**src/rtl/mips_pkg.sv**
```systemverilog
// Shared CPU memory-side definitions: load/store opcodes, data-memory
// access FSM states and the data-memory address width.
package mips_pkg;

    localparam int DM_ADDR_W = 10;

    localparam logic [2:0] OP_LW  = 3'd0;
    localparam logic [2:0] OP_SW  = 3'd1;
    localparam logic [2:0] OP_LB  = 3'd2;
    localparam logic [2:0] OP_LBU = 3'd3;
    localparam logic [2:0] OP_SB  = 3'd4;

    typedef enum logic [2:0] {
        ST_IDLE    = 3'd0,
        ST_SETUP   = 3'd1,
        ST_STROBE  = 3'd2,
        ST_CAPTURE = 3'd3,
        ST_RESP    = 3'd4
    } dm_state_e;

endpackage

```
**src/rtl/load_ext.sv**
```systemverilog
// Load result formatting: picks byte 0 of the fetched word and sign- or
// zero-extends it; words pass through unchanged.
module load_ext
    import mips_pkg::*;
(
    input  logic [31:0] word,
    input  logic [2:0]  op,
    output logic [31:0] result
);

    always_comb begin
        result = word;
        case (op)
            OP_LB:   result = {{24{word[7]}}, word[7:0]};
            OP_LBU:  result = {24'd0, word[7:0]};
            default: result = word;
        endcase
    end

endmodule

```
**src/rtl/dm_access_ctrl.sv**
```systemverilog
// Data-memory access controller: sequences one load/store at a time so the
// edge-triggered memory write sees address/data settled a cycle before we.
module dm_access_ctrl
    import mips_pkg::*;
#(
    parameter int ADDR_W      = DM_ADDR_W,
    parameter int CHECK_RANGE = 1
) (
    input  logic              clk,
    input  logic              rst,
    input  logic              req,
    input  logic [2:0]        op,
    input  logic [31:0]       addr,
    input  logic [31:0]       wdata,
    output logic              ready,
    output logic              done,
    output logic [31:0]       rdata,
    output logic              err,
    output logic [ADDR_W-1:0] dm_addr,
    output logic [31:0]       dm_din,
    output logic              dm_we,
    output logic              dm_sbsel,
    input  logic [31:0]       dm_dout
);

    dm_state_e         state_q, state_d;
    logic [2:0]        op_q, op_d;
    logic              err_q, err_d;
    logic [31:0]       cap_q, cap_d;
    logic [31:0]       rdata_q, rdata_d;
    logic [ADDR_W-1:0] dm_addr_q, dm_addr_d;
    logic [31:0]       dm_din_q, dm_din_d;
    logic              dm_sbsel_q, dm_sbsel_d;

    logic [31:0] ext_result;
    logic        illegal, misaligned, out_of_range, reject;

    load_ext u_load_ext (
        .word   (cap_q),
        .op     (op_q),
        .result (ext_result)
    );

    always_comb begin
        illegal      = (op > OP_SB);
        misaligned   = ((op == OP_LW) || (op == OP_SW)) && (addr[1:0] != 2'b00);
        out_of_range = (CHECK_RANGE != 0) && ((addr >> ADDR_W) != 32'd0);
        reject       = illegal || misaligned || out_of_range;
    end

    always_comb begin
        state_d    = state_q;
        op_d       = op_q;
        err_d      = err_q;
        cap_d      = cap_q;
        rdata_d    = rdata_q;
        dm_addr_d  = dm_addr_q;
        dm_din_d   = dm_din_q;
        dm_sbsel_d = dm_sbsel_q;
        case (state_q)
            ST_IDLE: begin
                if (req) begin
                    op_d = op;
                    if (reject) begin
                        // Rejected requests never touch the memory-side lines.
                        err_d   = 1'b1;
                        state_d = ST_RESP;
                    end else begin
                        err_d      = 1'b0;
                        dm_addr_d  = addr[ADDR_W-1:0];
                        dm_din_d   = wdata;
                        dm_sbsel_d = (op == OP_SB);
                        state_d    = ST_SETUP;
                    end
                end
            end
            ST_SETUP: begin
                if ((op_q == OP_SW) || (op_q == OP_SB)) begin
                    state_d = ST_STROBE;
                end else begin
                    cap_d   = dm_dout;
                    state_d = ST_CAPTURE;
                end
            end
            ST_STROBE:  state_d = ST_RESP;
            ST_CAPTURE: begin
                // rdata only moves here so it stays put until the load's done.
                rdata_d = ext_result;
                state_d = ST_RESP;
            end
            ST_RESP: begin
                err_d   = 1'b0;
                state_d = ST_IDLE;
            end
            default: state_d = ST_IDLE;
        endcase
    end

    always_ff @(posedge clk) begin
        if (rst) begin
            state_q    <= ST_IDLE;
            op_q       <= OP_LW;
            err_q      <= 1'b0;
            cap_q      <= 32'd0;
            rdata_q    <= 32'd0;
            dm_addr_q  <= '0;
            dm_din_q   <= 32'd0;
            dm_sbsel_q <= 1'b0;
        end else begin
            state_q    <= state_d;
            op_q       <= op_d;
            err_q      <= err_d;
            cap_q      <= cap_d;
            rdata_q    <= rdata_d;
            dm_addr_q  <= dm_addr_d;
            dm_din_q   <= dm_din_d;
            dm_sbsel_q <= dm_sbsel_d;
        end
    end

    assign ready    = (state_q == ST_IDLE);
    assign done     = (state_q == ST_RESP);
    assign dm_we    = (state_q == ST_STROBE);
    assign err      = err_q;
    assign rdata    = rdata_q;
    assign dm_addr  = dm_addr_q;
    assign dm_din   = dm_din_q;
    assign dm_sbsel = dm_sbsel_q;

endmodule

```
**config.mk**
```make
export PLATFORM = sky130hd
export DESIGN_NAME = dm_access_ctrl
export DESIGN_NICKNAME = d
export VERILOG_FILES = /design/src/rtl/mips_pkg.sv /design/src/rtl/load_ext.sv /design/src/rtl/dm_access_ctrl.sv
export SDC_FILE = /design/constraint.sdc
export NUM_CORES = 1
export LEC_CHECK = 0
export ABC_AREA = 1
export BUFFER_PORTS_ARGS = -buffer_cell sky130_fd_sc_hd__buf_2
export CORE_UTILIZATION = 45
export CTS_BUF_LIST = sky130_fd_sc_hd__clkbuf_4 sky130_fd_sc_hd__clkbuf_8
export CTS_CLUSTER_SIZE = 40
export DETAILED_ROUTE_END_ITERATION = 10
export PLACE_DENSITY = 0.76
export SLEW_MARGIN = 20
export SYNTH_ARGS = -nofsm -noshare
export SYNTH_HDL_FRONTEND = slang
export SYNTH_SLANG_ARGS = --single-unit
```
**constraint.sdc**
```tcl
create_clock -name clk -period 1.5 [get_ports clk]
set_input_delay 0.225 -clock clk [delete_from_list [all_inputs] [get_ports clk]]
set_output_delay 0.225 -clock clk [all_outputs]
set_load 0.03 [all_outputs]
```
==> impl_metrics.sql <==
INSERT INTO impl_metrics (metric_group, metric, value, unit) VALUES
('finish', 'area_used_by_sequential_logic_in_the_layout', '2291', 'sq um'),
('logic_synthesis', 'syn_area_per_cell', '7.335', 'sq um'),
('logic_synthesis', 'ys_seq_elements', '114', ''),
('detailed_routing', 'dr.pass1.iters', '5', ''),
('logic_synthesis', 'seq_area_frac_synth', '0.4869', ''),
('detailed_routing', 'wl_per_cell', '12.12', 'microns'),
('logic_synthesis', 'post-synth-top-count-cell', 'sky130_fd_sc_hd__nor2_1', ''),
('power', 'power.leakage', '3.092', 'nW'),
('job', 'cap_violations', '0', ''),
('finish', 'nets', '934', ''),
('worst_setup_path', 'timing.critical_path.buf_inv', '2', ''),
('clock_tree', 'cts_sinks', '114', ''),
('logic_synthesis', 'synth-edff-count', '0', ''),
('floorplan', 'die_height', '104.1', 'microns'),
('floorplan', 'dieWidth', '104.1', 'microns'),
('power', 'ir_worst_vdd', '0.6698', 'mV'),
('clock_tree', 'ctsLongestPathBuffers', '2', ''),
('detailed_routing', 'routed_wirelength', '11850', 'microns'),
('status', 'outcome', 'complete, no violations', ''),
('logic_synthesis', 'synth-main-ff-cell', 'sky130_fd_sc_hd__dfxtp_1', ''),
('worst_setup_path', 'path_common_cell', 'sky130_fd_sc_hd__buf_6', ''),
('floorplan', 'fp-row-count', '36', ''),
('floorplan', 'start_util', '0.4708', ''),
('finish', 'num-fill-cells', '882', ''),
('place', 'hpwlAfterDp', '8082', 'microns'),
('detailed_routing', 'detail_route.iter0.violations', '158', ''),
('floorplan', 'floorplan.die_area', '10830', 'sq um'),
('timing', 'report.final.setup_viol', '0', ''),
('detailed_routing', 'via_count', '4741', ''),
('timing', 'rsz_0062_raised_after_global_routing', 'true', ''),
('global_route', 'grt_pass1_wl', '19390', 'microns'),
('detailed_routing', 'drt_drc_violations_left', '0', ''),
('logic_synthesis', 'synthArstFlopShare', '0', ''),
('place', 'portBuffers', '180', ''),
('worst_setup_path', 'cp-end-kind', 'output pin', ''),
('global_route', 'vias_in_the_first_global_route', '4332', ''),
('worst_setup_path', 'reg2reg_slack', '80', 'ps'),
('worst_setup_path', 'cpMaxStageDelayCell', 'sky130_fd_sc_hd__dfxtp_4', ''),
('logic_synthesis', 'synth_top_area_share', '0.4869', ''),
('global_route', 'antenna_violations_before_repair', '0', ''),
('worst_setup_path', 'worst-path-max-fanout', '4', ''),
('logic_synthesis', 'synthesis.area', '4687', 'sq um'),
('worst_setup_path', 'criticalPathCategory', 'flop to output pin', ''),
('timing', 'post-route-period-util', '0.9837', ''),
('timing', 'fin_setup_tns', '0', 'ps'),
('finish', 'multi_input_gate_area_in_the_final_layout', '1966', 'sq um'),
('timing', 'period_minus_slack', '1476', 'ps'),
('clock_tree', 'tritoncts.num_buffers', '17', ''),
('detailed_routing', 'drt.antenna.violating_nets', '0', ''),
('finish', 'area.growth.synth_to_final', '35.96', '%'),
('logic_synthesis', 'synth.largest_area_cell', 'sky130_fd_sc_hd__dfxtp_1', ''),
('clock_tree', 'h_tree_lvls', '4', ''),
('place', 'place_congestion', '0.7678', ''),
('worst_setup_path', 'path_delay_family', 'flip-flops', ''),
('timing', 'finalClockSkew', '6.418', 'ps'),
('hold_path', 'hold_path.class', 'input pin to flop', ''),
('timing', 'slew_headroom', '0.7790', ''),
('timing', 'number_of_hold_violations_in_the_final_report', '0', ''),
('worst_setup_path', 'cell_by_cell_listing_of_the_critical_path', 'nor3_4, buf_6, buf_6', ''),
('clock_tree', 'clk_latency', '420', 'ps'),
('global_route', 'largest_net_degree_at_the_start_of_global_routing', '70', ''),
('logic_synthesis', 'synthesis.instances', '639', ''),
('timing', 'tightest_slew', '331.5', 'ps'),
('global_route', 'overflow_after_grt', '0', ''),
('worst_setup_path', 'slowest_delay', '360', 'ps'),
('finish', 'antennaDiodeCount', '0', ''),
('global_route', 'gr-usage-all-layers', '0.2191', ''),
('logic_synthesis', 'synthesis.yosys.warnings', '0', ''),
('timing', 'final_slew_violations', '0', ''),
('logic_synthesis', 'synth.cells.most_frequent', '140 x sky130_fd_sc_hd__nor2_1, 114 x sky130_fd_sc_hd__dfxtp_1, 87 x sky130_fd_sc_hd__nand2_1', ''),
('floorplan', 'core_region_area', '9955', 'sq um');
-- final timing paths --
kind / start / depth (start not counted) / end
setup / recovery: state_q[2]$_SDFFE_PP0P_ / 3 / ready
hold / removal: dm_dout[7] / 3 / cap_q[7]$_SDFFE_PP0N_
setup reg to reg: op_q[0]$_SDFFE_PP0P_ / 7 / rdata[22]$_SDFFE_PP0P_
hold reg to reg: cap_q[26]$_SDFFE_PP0N_ / 2 / rdata[26]$_SDFFE_PP0P_
-- stage by stage --
stage	hold slack, ps	util	cell area [sq um]	power [mW]	setup slack [ps]
2_1_floorplan	289.3	-	4697	3.366	-0.06051
3_3_place_gp	424.3	0.5832	5806	3.569	-0.6265
3_5_place_dp	427.3	0.5832	5806	3.580	-48.49
4_1_cts	18.35	0.6347	6319	6.711	-13.02
5_1_grt	29.37	0.6401	6372	6.944	-39.74
6_report	47.44	0.6401	6372	6.685	24.42
-- state kept, by name, summed over array words and instances, names as in the netlist --
name,cells
err,1
state_q,3
rdata,32
op_q,3
cap_q,32
dm_sbsel,1
dm_addr,10
dm_din,32
-- layout by cell type, fill, tap and decap left out --
cell                            netlist  routed
sky130_fd_sc_hd__bufinv_16            0       4
sky130_fd_sc_hd__nand4_1              1       1
sky130_fd_sc_hd__dfxtp_1            114     111
sky130_fd_sc_hd__nor2_1             140     140
sky130_fd_sc_hd__o21ai_0             68      65
sky130_fd_sc_hd__clkinvlp_4           0       6
sky130_fd_sc_hd__or2_1                1       1
sky130_fd_sc_hd__nand2_2              1       2
sky130_fd_sc_hd__nand2_4              1       1
sky130_fd_sc_hd__nor3_1               2       1
sky130_fd_sc_hd__dlygate4sd3_1        0       1
sky130_fd_sc_hd__dfxtp_2              0       1
sky130_fd_sc_hd__nor2_2               1       1
sky130_fd_sc_hd__nor3_4               1       2
sky130_fd_sc_hd__buf_6                5       4
sky130_fd_sc_hd__nand3_1             45      45
sky130_fd_sc_hd__buf_4                0      27
sky130_fd_sc_hd__clkbuf_8             0      18
sky130_fd_sc_hd__nor4_1               1       1
sky130_fd_sc_hd__inv_2                1       3
sky130_fd_sc_hd__a21oi_2             20      21
sky130_fd_sc_hd__a21oi_1             55      54
sky130_fd_sc_hd__nor2_4               1       1
sky130_fd_sc_hd__clkinv_2             1       4
sky130_fd_sc_hd__nand2_1             87      86
sky130_fd_sc_hd__inv_1               55      52
sky130_fd_sc_hd__dfxtp_4              0       2
sky130_fd_sc_hd__o21ai_1              0       3
sky130_fd_sc_hd__clkinv_4             0       3
sky130_fd_sc_hd__buf_12               0       7
sky130_fd_sc_hd__buf_2               16     177
-- power breakdown --
| group | internal [mW] | total [mW] | switching [mW] |
|---|---|---|---|
| Sequential | 3.03 | 3.04 | 0.00844 |
| Clock | 1.84 | 3.12 | 1.27 |
| Combinational | 0.241 | 0.523 | 0.282 |
-- area by class of cell --
| cell class | instances | area share |
|---|---|---|
| tap | 133 | 0.02611 |
| multi-input combinational | 425 | 0.3085 |
| inverter | 57 | 0.03495 |
| sequential | 114 | 0.3595 |
| clock buffer | 18 | 0.03888 |
| timing repair inverter | 1 | 0.001178 |
| clock inverter | 14 | 0.02945 |
| timing repair buffer | 216 | 0.2015 |
-- logic make-up (layout without fill, tap and decap cells) --
kind of cell           count (synthesis)  in the layout  share of synthesized area
DFF                                  114            114                     0.4869
AOI/OAI and AO/OA                    143            143                     0.1687
buffers and inverters                100            306                    0.09744
and+or+nand+nor                      282            282                     0.2469
-- per-layer routing --
layer,vias up,track usage,share of wire
met5,-,0,0
li1,2424,-,-
met1,2115,0.2689,0.45
met4,0,0.09898,0.019
met2,179,0.3619,0.46
met3,23,0.05451,0.063
-- worst min-delay path: cells and delay by family --
kind	cells	cell delay, ps
AO/OA/AOI/OAI	1	70
buffers and inverters	1	70
AND/OR/NAND/NOR	1	70
-- timing repair --
action                                 CTS  global route
setup endpoints to repair                4            42
pin swaps                                2             1
gates resized for setup                  9            11
setup buffers                            6             3
endpoints found under the hold margin    2             0
gates cloned                             0             1
hold buffers                             1             0
No activity file was read; power rests on OpenSTA's default activity.
